**src/rtl/multicycle_ctrl.sv**
```systemverilog
// Control FSM for the multicycle RV32I datapath: fetch/decode/execute/memory/writeback sequencing.
// Optional feature macro CTRL_PERF_EN adds cycle_cnt and instret_cnt performance counters.
module multicycle_ctrl #(
    parameter int unsigned TIMEOUT = 16,
    parameter int unsigned CNT_W   = 32
) (
    input  logic        clk,
    input  logic        rst_n,
    input  logic [31:0] instruction,
    input  logic        imem_ready,
    input  logic        dmem_ready,
    input  logic        branch_taken,
    output logic        imem_req,
    output logic        ir_we,
    output logic        imm_en,
    output logic        alu_bsel,
    output logic        dmem_req,
    output logic        dmem_we,
    output logic        reg_we,
    output logic [1:0]  wb_sel,
    output logic        pc_we,
    output logic [1:0]  pc_sel,
    output logic        illegal,
    output logic [2:0]  state
`ifdef CTRL_PERF_EN
    ,
    output logic [CNT_W-1:0] cycle_cnt,
    output logic [CNT_W-1:0] instret_cnt
`endif
);

    localparam int unsigned WAIT_W = (TIMEOUT > 2) ? $clog2(TIMEOUT) : 1;
    localparam logic [WAIT_W-1:0] WAIT_LAST = WAIT_W'(TIMEOUT - 1);

    localparam logic [4:0] OP_LD    = 5'b00000;
    localparam logic [4:0] OP_OPI   = 5'b00100;
    localparam logic [4:0] OP_AUIPC = 5'b00101;
    localparam logic [4:0] OP_ST    = 5'b01000;
    localparam logic [4:0] OP_OP    = 5'b01100;
    localparam logic [4:0] OP_LUI   = 5'b01101;
    localparam logic [4:0] OP_BR    = 5'b11000;
    localparam logic [4:0] OP_JALR  = 5'b11001;
    localparam logic [4:0] OP_JAL   = 5'b11011;

    typedef enum logic [2:0] {
        ST_BOOT   = 3'd0,
        ST_FETCH  = 3'd1,
        ST_DECODE = 3'd2,
        ST_EXEC   = 3'd3,
        ST_MEM    = 3'd4,
        ST_WB     = 3'd5,
        ST_TRAP   = 3'd6
    } state_e;

    state_e            state_q;
    logic [4:0]        op_q;
    logic [WAIT_W-1:0] wait_q;
    logic              unused_s;

    function automatic logic op_legal(input logic [4:0] op);
        logic ok;
        case (op)
            OP_LD, OP_OPI, OP_AUIPC, OP_ST, OP_OP,
            OP_LUI, OP_BR, OP_JALR, OP_JAL: ok = 1'b1;
            default:                        ok = 1'b0;
        endcase
        return ok;
    endfunction

    assign unused_s = ^{instruction[31:7], 1'(CNT_W % 2)};

    // State, opcode latch and memory wait counter
    always_ff @(posedge clk or negedge rst_n) begin
        if (!rst_n) begin
            state_q <= ST_BOOT;
            op_q    <= 5'd0;
            wait_q  <= '0;
        end else begin
            case (state_q)
                ST_BOOT: begin
                    state_q <= ST_FETCH;
                    wait_q  <= '0;
                end
                ST_FETCH: begin
                    if (imem_ready) begin
                        op_q <= instruction[6:2];
                        if (op_legal(instruction[6:2]) && (instruction[1:0] == 2'b11)) begin
                            state_q <= ST_DECODE;
                        end else begin
                            state_q <= ST_TRAP;
                        end
                    end else if (wait_q == WAIT_LAST) begin
                        state_q <= ST_TRAP;
                    end else begin
                        wait_q <= wait_q + WAIT_W'(1);
                    end
                end
                ST_DECODE: state_q <= ST_EXEC;
                ST_EXEC: begin
                    wait_q <= '0;
                    if (op_q == OP_BR) begin
                        state_q <= ST_FETCH;
                    end else if ((op_q == OP_LD) || (op_q == OP_ST)) begin
                        state_q <= ST_MEM;
                    end else begin
                        state_q <= ST_WB;
                    end
                end
                ST_MEM: begin
                    if (dmem_ready) begin
                        wait_q <= '0;
                        if (op_q == OP_ST) begin
                            state_q <= ST_FETCH;
                        end else begin
                            state_q <= ST_WB;
                        end
                    end else if (wait_q == WAIT_LAST) begin
                        state_q <= ST_TRAP;
                    end else begin
                        wait_q <= wait_q + WAIT_W'(1);
                    end
                end
                ST_WB: begin
                    state_q <= ST_FETCH;
                    wait_q  <= '0;
                end
                ST_TRAP: state_q <= ST_TRAP;
                default: state_q <= ST_TRAP;
            endcase
        end
    end

    // Output decode from registered state and latched opcode; BOOT and TRAP drive no strobes
    always_comb begin
        imem_req = 1'b0;
        ir_we    = 1'b0;
        imm_en   = 1'b0;
        alu_bsel = 1'b0;
        dmem_req = 1'b0;
        dmem_we  = 1'b0;
        reg_we   = 1'b0;
        wb_sel   = 2'b00;
        pc_we    = 1'b0;
        pc_sel   = 2'b00;
        illegal  = 1'b0;
        case (state_q)
            ST_FETCH: begin
                imem_req = 1'b1;
                ir_we    = imem_ready;
            end
            ST_DECODE: imm_en = 1'b1;
            ST_EXEC: begin
                alu_bsel = !((op_q == OP_OP) || (op_q == OP_BR));
                if (op_q == OP_BR) begin
                    pc_we  = 1'b1;
                    pc_sel = branch_taken ? 2'b01 : 2'b00;
                end else begin
                    pc_we  = 1'b0;
                end
            end
            ST_MEM: begin
                dmem_req = 1'b1;
                dmem_we  = (op_q == OP_ST);
                if (dmem_ready && (op_q == OP_ST)) begin
                    pc_we = 1'b1;
                end else begin
                    pc_we = 1'b0;
                end
            end
            ST_WB: begin
                reg_we = 1'b1;
                pc_we  = 1'b1;
                case (op_q)
                    OP_LD:           wb_sel = 2'b01;
                    OP_LUI:          wb_sel = 2'b11;
                    OP_JAL, OP_JALR: wb_sel = 2'b10;
                    default:         wb_sel = 2'b00;
                endcase
                case (op_q)
                    OP_JAL:  pc_sel = 2'b01;
                    OP_JALR: pc_sel = 2'b10;
                    default: pc_sel = 2'b00;
                endcase
            end
            ST_TRAP: illegal = 1'b1;
            default: illegal = 1'b0;
        endcase
    end

    assign state = state_q;

`ifdef CTRL_PERF_EN
    logic [CNT_W-1:0] cycle_q;
    logic [CNT_W-1:0] instret_q;

    // Free-running activity counters, wrapping naturally at 2^CNT_W
    always_ff @(posedge clk or negedge rst_n) begin
        if (!rst_n) begin
            cycle_q   <= '0;
            instret_q <= '0;
        end else begin
            if ((state_q != ST_BOOT) && (state_q != ST_TRAP)) begin
                cycle_q <= cycle_q + CNT_W'(1);
            end
            if (pc_we) begin
                instret_q <= instret_q + CNT_W'(1);
            end
        end
    end

    assign cycle_cnt   = cycle_q;
    assign instret_cnt = instret_q;
`endif

endmodule

```
**config.mk**
```make
export PLATFORM = sky130hd
export DESIGN_NAME = multicycle_ctrl
export DESIGN_NICKNAME = d
export VERILOG_FILES = /design/src/rtl/multicycle_ctrl.sv
export SDC_FILE = /design/constraint.sdc
export NUM_CORES = 1
export LEC_CHECK = 0
export ABC_AREA = 1
export ABC_CLOCK_PERIOD_IN_PS = 1700
export BUFFER_PORTS_ARGS = -buffer_cell sky130_fd_sc_hd__buf_4
export CORE_UTILIZATION = 25
export CTS_CLUSTER_DIAMETER = 50
export DETAILED_ROUTE_END_ITERATION = 12
export MAX_ROUTING_LAYER = met4
export PLACE_DENSITY = 0.6
export SYNTH_ARGS = -nofsm -noshare
export SYNTH_HDL_FRONTEND = slang
export SYNTH_SLANG_ARGS = --single-unit
```
**constraint.sdc**
```tcl
create_clock -name clk -period 1.7 [get_ports clk]
set_input_delay 0 -clock clk [delete_from_list [all_inputs] [get_ports clk]]
set_output_delay 0 -clock clk [all_outputs]
set_load 0.01 [all_outputs]
```
==> results of run 1 <==
==> layout by cell type, fill, tap and decap left out <==
cell type,synthesis,layout
a21oi_1,4,4
buf_4,1,31
nand4_1,5,5
nand2_2,1,1
o31ai_1,1,1
ha_1,1,1
nor2_2,2,1
clkbuf_4,0,3
inv_2,5,5
dfrtp_2,0,1
dlygate4sd3_1,0,6
clkbuf_8,0,1
nand2_1,50,50
nand3_1,14,14
dfrtp_1,12,11
o21ai_2,1,1
nor2_1,20,20
o22ai_1,1,1
inv_1,20,20
o21ai_1,5,5
nor2_4,0,1
==> power groups by stage <==
stage	sequential, W	combinational [W]	clock, W
2_1_floorplan	0.000291	0.00000821	0
3_3_place_gp	0.000291	0.0000380	0
3_5_place_dp	0.000291	0.0000382	0
6_report	0.000285	0.0000494	0.000230
5_1_grt	0.000285	0.0000542	0.000250
4_1_cts	0.000285	0.0000492	0.000237
==> state kept, by name (all words and copies together) (netlist names) <==
name,count
state,3
wait_q,4
op_q,5
==> kinds of logic (layout without fill, tap and decap cells) <==
logic type	count (synthesis)	count (layout)	synth area share, %
and+or+nand+nor	92	92	44.03
adders and majority gates	1	1	1.439
buffers and inverters	27	66	12.23
DFF	12	12	34.53
AOI/OAI and AO/OA	12	12	7.770
==> routing by layer <==
metal	global-route usage (%)	up-vias
met5	-	-
met4	4.870	0
met3	1.066	3
met2	21.04	30
met1	17.17	464
li1	-	529
==> layout make-up <==
class	count	area [um^2]
clock buffers	4	36.28
fillers	370	2087
inverters	25	93.84
multi-input cells	105	467.9
flip-flops and latches	12	301.5
well taps	46	57.56
repair buffers	37	292.8
==> timing repair <==
action / 4_1_cts / 5_1_grt
hold buffers: 6 / 0
resized for setup: 0 / 2
endpoints found under the hold margin: 17 / 0
endpoints found under the setup margin: 0 / 3
buffers inserted: 0 / 1
==> how the worst max path moves through the flow <==
stage               slack (ns)  cells past startpoint               start               endpoint
floorplan                 0.44                      8  state[2]$_DFF_PN0_  wait_q[3]$_DFFE_PN0P_
global placement          0.35                      7  state[1]$_DFF_PN0_  wait_q[1]$_DFFE_PN0P_
detailed placement        0.37                      7  state[1]$_DFF_PN0_  wait_q[0]$_DFFE_PN0P_
CTS                       0.08                      6  state[1]$_DFF_PN0_              pc_sel[0]
global route            -0.003                      6  state[1]$_DFF_PN0_              pc_sel[0]
finish                    0.16                      6  state[1]$_DFF_PN0_              pc_sel[0]
==> critical path: cells and delay by family (launching register included) <==
kind / cells / cell delay (ns)
flops: 1 / 0.46
simple gates: 3 / 0.40
buf+inv: 2 / 0.23
compound gates: 1 / 0.17
==> metrics by stage <==
stage	util (%)	setup TNS (ns)	instance area [um^2]
after floorplan	-	0	869.6
after detailed placement	34.16	0	1140
final	37.46	0	1250
after global placement	34.16	0	1140
after CTS	37.05	0	1236
after global routing	37.46	-0.003308	1250
==> summary.md, run 1 <==
| Metric | Value |
|---|---|
| Status | `complete, no violations` |
| Rows | `21` |
| Clk Tree Root Cell | `clkbuf_4` |
| Critical Path End Type | `output pin` |
| TritonRoute pass-1 iters | `5` |
| HP Class | `in -> reg` |
| # IOs | `53` |
| CP Data Required Time | `1.70 ns` |
| Die X | `60.98 um` |
| Max Freq | `651.0 MHz` |
| Post-layout minimum cycle time | `1.536 ns` |
| Final cell count without fillers | `229` |
| Clock buffer depth | `2` |
| Fin nets | `222` |
| Hold EP | `op_q[2]$_DFFE_PN0P_` |
| Final Hold Viols | `0` |
| Int Pwr | `0.0004438 W` |
| CTS tree | `done` |
| CP max stage cell | `dfrtp_2` |
| Syn Nets | `182` |
| WL/cell | `9.908 um` |
| Slew HR | `82.92%` |
| CP max FO | `6` |
| Clk_skew | `0.003319 ns` |
| Tot Pwr | `0.0005641 W` |
| Routed wl met3 | `103 um` |
| First-pass GRT wire length | `3553 um` |
| DIE HEIGHT | `60.98 um` |
| Largest net degree at the start of global routing | `13` |
| Routed met2 length | `1063 um` |
| Synth area leader | `dfrtp_1` |
| Cell count after synthesis | `144` |
| Maximum VDD drop | `0.1657 mV` |
| Share of cells above drive strength 1 | `24.59%` |
| Slew @ Worst Pin | `0.2553 ns` |
| Max cap viols | `0` |
| Initial DRC Count | `49` |
| Flop pwr share | `50.5%` |
| Antenna violations before repair | `0` |
| Lkg Pwr | `0.6967 nW` |
| Drt drc | `0` |
| Psw | `0.0001203 W` |
| Core box area | `3337 um^2` |
| Pwr dens | `451.3 nW/um^2` |
| GR Overflow Total | `0` |
| Die ar. | `3718 um^2` |
| Sequential area share after synthesis | `34.53%` |
| Fin. max-slew vios | `0` |
| Hold Path Stages | `3` |
| R2R setup slack | `0.37 ns` |
| Final setup margin | `0.1639 ns` |
| Distinct cells, synth | `17` |
| Combinational share of power | `8.8%` |
| Syn Area/Cell | `6.039 um^2` |
| Dpl cells | `218` |
| Top area cells in the synthesized netlist | `dfrtp_1 35%, nand2_1 22%, inv_1 8.6%` |
| Crit Path Category | `reg -> out` |
| Avg Vias per Cell | `4.480` |
| Synth Register Bits | `12` |
| Arrival time worst endpoint | `1.54 ns` |
| GR Util All Layers | `13.10%` |
| EDFF count, synth | `0` |
| Worst slack, placed | `0.3705 ns` |
| Area share of the largest cell type after synthesis | `34.53%` |
| Met1 wire length | `1083 um` |
| Hold WS | `0.01963 ns` |
| Initial Utilization | `26.06%` |
| Num CTS Buffers | `3` |
| Input/output buffers | `27` |
| Final worst-path cycle share | `90.36%` |
| Area growth from synthesis to layout | `43.74%` |
| Hold Startpoint | `instruction[4]` |
| DRT Wirelength | `2269 um` |
| Cell area after synthesis | `869.6 um^2` |
| Switching share of power | `21.32%` |
| Clock Sinks | `12` |
| Worst r2r dst | `state[2]$_DFF_PN0_` |
| Max stage delay on crit path | `0.46 ns` |
| Most instantiated cells after synthesis | `50 x nand2_1, 20 x inv_1, 20 x nor2_1` |
| Clock power share | `40.7%` |
| Worst reg-to-reg path cell count | `7` |
| Antenna-violating nets left | `0` |
| Antenna Cells | `0` |
| Vias post-DR | `1026` |
| Beginning of the worst register-to-register path | `wait_q[0]$_DFFE_PN0P_` |
| CP Launch Type | `flop` |
| Vias in the first global route | `856` |
| Async set or reset register ratio after synthesis | `100.0%` |
| Most frequent cell after synthesis | `nand2_1` |
| Global placer's final weighted congestion | `0.7885` |
| CTS clk-pin slew, worst paths | `0.08 ns` |
| Htree depth | `1` |
| Latest clock arrival within the worst-skew pair | `0.27 ns` |
| Setup Viol. Count Final | `0` |
| Ys flop type | `dfrtp_1` |
| Detailed placement HPWL | `1721 um` |
| Crit path cell chain | `inv_2 -> nand2_1 -> nor2_4 -> nand4_1 -> o21ai_1 -> buf_4` |
| Synth warnings | `0` |
| Top Metal Used | `met4` |
Note: power is estimated with default switching activity, not from simulation.
==> inputs of run 2 (changes only) <==
--- a/config.mk
+++ b/config.mk
@@ -6,7 +6,6 @@
 export NUM_CORES = 1
 export LEC_CHECK = 0
 export ABC_AREA = 1
-export ABC_CLOCK_PERIOD_IN_PS = 1700
 export BUFFER_PORTS_ARGS = -buffer_cell sky130_fd_sc_hd__buf_4
 export CORE_UTILIZATION = 25
 export CTS_CLUSTER_DIAMETER = 50
==> constraint.sdc (replaced) <==
create_clock -name clk -period 1.5 [get_ports clk]
set_input_delay 0 -clock clk [delete_from_list [all_inputs] [get_ports clk]]
set_output_delay 0 -clock clk [all_outputs]
set_load 0.01 [all_outputs]
==> run 2 against run 1 <==
  * Power is 14% higher
  * Non-clock buffer count up 5
  * Critical path depth decreased by 1
  * Largest power group unchanged
  * Via count decreased by 0.29%
  * Register-to-register slack lost 0.18 ns
  * Clock power increased by 16%
  * Utilization grew 2.4 points
  * Sequential cell count did not move
  * Clock skew is 0.00057 ns higher
  * Setup slack got worse by 0.12 ns
==> summary.md, run 2 (synthesis results as in run 1) <==
| Metric | Value |
|---|---|
| Vias in the first global route | `862 (+0.70%)` |
| Final cell count without fillers | `234 (+2.2%)` |
| Hold EP | `op_q[2]$_DFFE_PN0P_` |
| HP Class | `in -> reg` |
| Htree depth | `1 (unchanged)` |
| Lkg Pwr | `0.7365 nW (+5.7%)` |
| CTS tree | `done` |
| Avg Vias per Cell | `4.372 (-2.4%)` |
| DRT Wirelength | `2384 um (+5.1%)` |
| Largest net degree at the start of global routing | `13 (unchanged)` |
| Rows | `21 (unchanged)` |
| Global placer's final weighted congestion | `0.8112 (+2.9%)` |
| Top Metal Used | `met4` |
| # IOs | `53 (unchanged)` |
| Drt drc | `0 (unchanged)` |
| Post-layout minimum cycle time | `1.455 ns` |
| DIE HEIGHT | `60.98 um (unchanged)` |
| Initial DRC Count | `35 (-29%)` |
| Area growth from synthesis to layout | `52.95%` |
| Worst r2r dst | `state[2]$_DFF_PN0_` |
| CP max FO | `7 (+1)` |
| Crit path cell chain | `nor2_2 -> nand3_2 -> buf_4 -> inv_2 -> buf_4` |
| CP Launch Type | `flop` |
| Clk Tree Root Cell | `clkbuf_4` |
| Setup Viol. Count Final | `0 (unchanged)` |
| CP max stage cell | `dfrtp_2` |
| Antenna violations before repair | `0 (unchanged)` |
| First-pass GRT wire length | `3629 um (+2.1%)` |
| Final worst-path cycle share | `97.00%` |
| Final core occ | `39.86% (+2.4 points)` |
| Initial Utilization | `26.06% (unchanged)` |
| GR Util All Layers | `13.73% (+0.63 points)` |
| Die X | `60.98 um (unchanged)` |
| Latest clock arrival within the worst-skew pair | `0.28 ns (about the same)` |
| Input/output buffers | `27 (unchanged)` |
| CP dominant cell by count | `buf_4` |
| R2R setup slack | `0.19 ns (-0.18 ns)` |
| Max Freq | `687.3 MHz` |
| Clock buffer depth | `2 (unchanged)` |
| Antenna Cells | `0 (unchanged)` |
| Largest register FFs | `5 (unchanged)` |
| Met1 wire length | `1136 um (+4.9%)` |
| Num CTS Buffers | `3 (unchanged)` |
| GR Overflow Total | `0 (unchanged)` |
| Hold Path Stages | `3 (unchanged)` |
| Routed met2 length | `1141 um (+7.3%)` |
| Beginning of the worst register-to-register path | `wait_q[0]$_DFFE_PN0P_` |
| Antenna-violating nets left | `0 (unchanged)` |
| Hold Startpoint | `instruction[4]` |
| CP Data Required Time | `1.50 ns (-0.20 ns)` |
| Routed wl met3 | `62 um (-40%)` |
| Status | `complete, no violations` |
| Clock Sinks | `12 (unchanged)` |
| Max cap viols | `0 (unchanged)` |
| Setup TNS | `0 ns (unchanged)` |
| CTS clk-pin slew, worst paths | `0.08 ns (about the same)` |
| Pwr dens | `485.6 nW/um^2 (+7.6%)` |
| Vias post-DR | `1023 (-0.29%)` |
| Most flop-heavy register | `op_q` |
| Critical Path End Type | `output pin` |
| Fin nets | `227 (+2.3%)` |
| CP top delay family | `flip-flops` |
| Detailed placement HPWL | `1728 um (+0.40%)` |
| Worst Path Buf+Inv | `3 (+1)` |
| Fin. max-slew vios | `0 (unchanged)` |
| Core box area | `3337 um^2 (unchanged)` |
| Slew @ Worst Pin | `0.2628 ns (+0.007431 ns)` |
| Unrepaired setup endpoints after global routing | `yes` |
| Worst reg-to-reg path cell count | `7 (unchanged)` |
| TritonRoute pass-1 iters | `4 (-1)` |
| Share of cells above drive strength 1 | `31.91% (+7.3 points)` |
| Worst slack, placed | `0.1606 ns (-0.2098 ns)` |
| Arrival time worst endpoint | `1.46 ns (-0.08 ns)` |
| Die ar. | `3718 um^2 (unchanged)` |
| Clk_skew | `0.003892 ns (+0.0005731 ns)` |
| Dpl cells | `219 (+0.46%)` |
| Final setup margin | `0.04498 ns (-0.1189 ns)` |
| Hold WS | `0.009504 ns (-0.01013 ns)` |
| Commonest non-fill, non-tap cells in the layout | `48 x nand2_1, 35 x buf_4, 19 x inv_1` |
| Max stage delay on crit path | `0.46 ns (about the same)` |
| Crit Path Category | `reg -> out` |
| WL/cell | `10.19 um (+2.8%)` |
| Final Hold Viols | `0 (unchanged)` |
| Maximum VDD drop | `0.2082 mV (+26%)` |
| Most common cell after layout, fill and taps aside | `nand2_1` |
| Slew HR | `82.42% (-0.50 points)` |
[run 2: cell types whose count changed in the layout (fill, tap and decap cells not counted), sizes merged]
cell  previous run  this run
buf             31        36
[run 2: worst max path at each step]
stage / from / end / slack, ns / cells after the start
final: state[1]$_DFF_PN0_ / ir_we / 0.04 / 5
after floorplan: state[2]$_DFF_PN0_ / wait_q[3]$_DFFE_PN0P_ / 0.24 / 8
after detailed placement: state[2]$_DFF_PN0_ / op_q[3]$_DFFE_PN0P_ / 0.16 / 6
after global placement: state[2]$_DFF_PN0_ / op_q[3]$_DFFE_PN0P_ / 0.16 / 6
after global routing: state[0]$_DFF_PN0_ / pc_sel[0] / -0.05 / 8
after CTS: state[1]$_DFF_PN0_ / pc_sel[0] / 0.0004 / 6
[run 2: routing by layer]
| metal | track usage (%) | vias up |
|---|---|---|
| li1 | - | 538 |
| met1 | 18.29 | 456 |
| met2 | 20.25 | 22 |
| met3 | 1.493 | 7 |
| met4 | 7.468 | 0 |
| met5 | - | - |
[run 2: worst reg2reg max path: stages, from the launching register on]
cell,delay [ns]
dfrtp_1,0.42
ha_1,0.24
nand3_1,0.20
inv_1,0.08
nand3_1,0.08
nand2_1,0.05
nor2_1,0.09
nand2_1,0.05
[run 2: through the flow]
step	cell area (um^2)	power, W
6_report	1330	0.0006458
2_1_floorplan	869.6	0.0003390
5_1_grt	1330	0.0006771
3_3_place_gp	1147	0.0003728
4_1_cts	1257	0.0006514
3_5_place_dp	1147	0.0003729
[run 2: repair_timing]
action / 4_1_cts / 5_1_grt
buffers inserted: 0 / 5
setup endpoints to repair: 4 / 6
hold buffers: 6 / 0
pin swaps: 0 / 5
endpoints found under the hold margin: 17 / 0
resized for setup: 5 / 11
[run 2: final cells by class]
cell class              instances  area (um^2)
well taps                      46        57.56
inverters                      25        96.34
fillers                       359         2007
flip-flops and latches         12        302.8
repair buffers                 42        334.1
multi-input cells             105        503.0
clock buffers                   4        36.28
[run 2: power by group]
part	total (W)	internal (W)	leakage, nW	switching, W
Combinational	0.0000560	0.0000323	0.580	0.0000237
Clock	0.000267	0.000148	0.0210	0.000119
Sequential	0.000323	0.000323	0.136	0
Total	0.000646	0.000503	0.736	0.000142
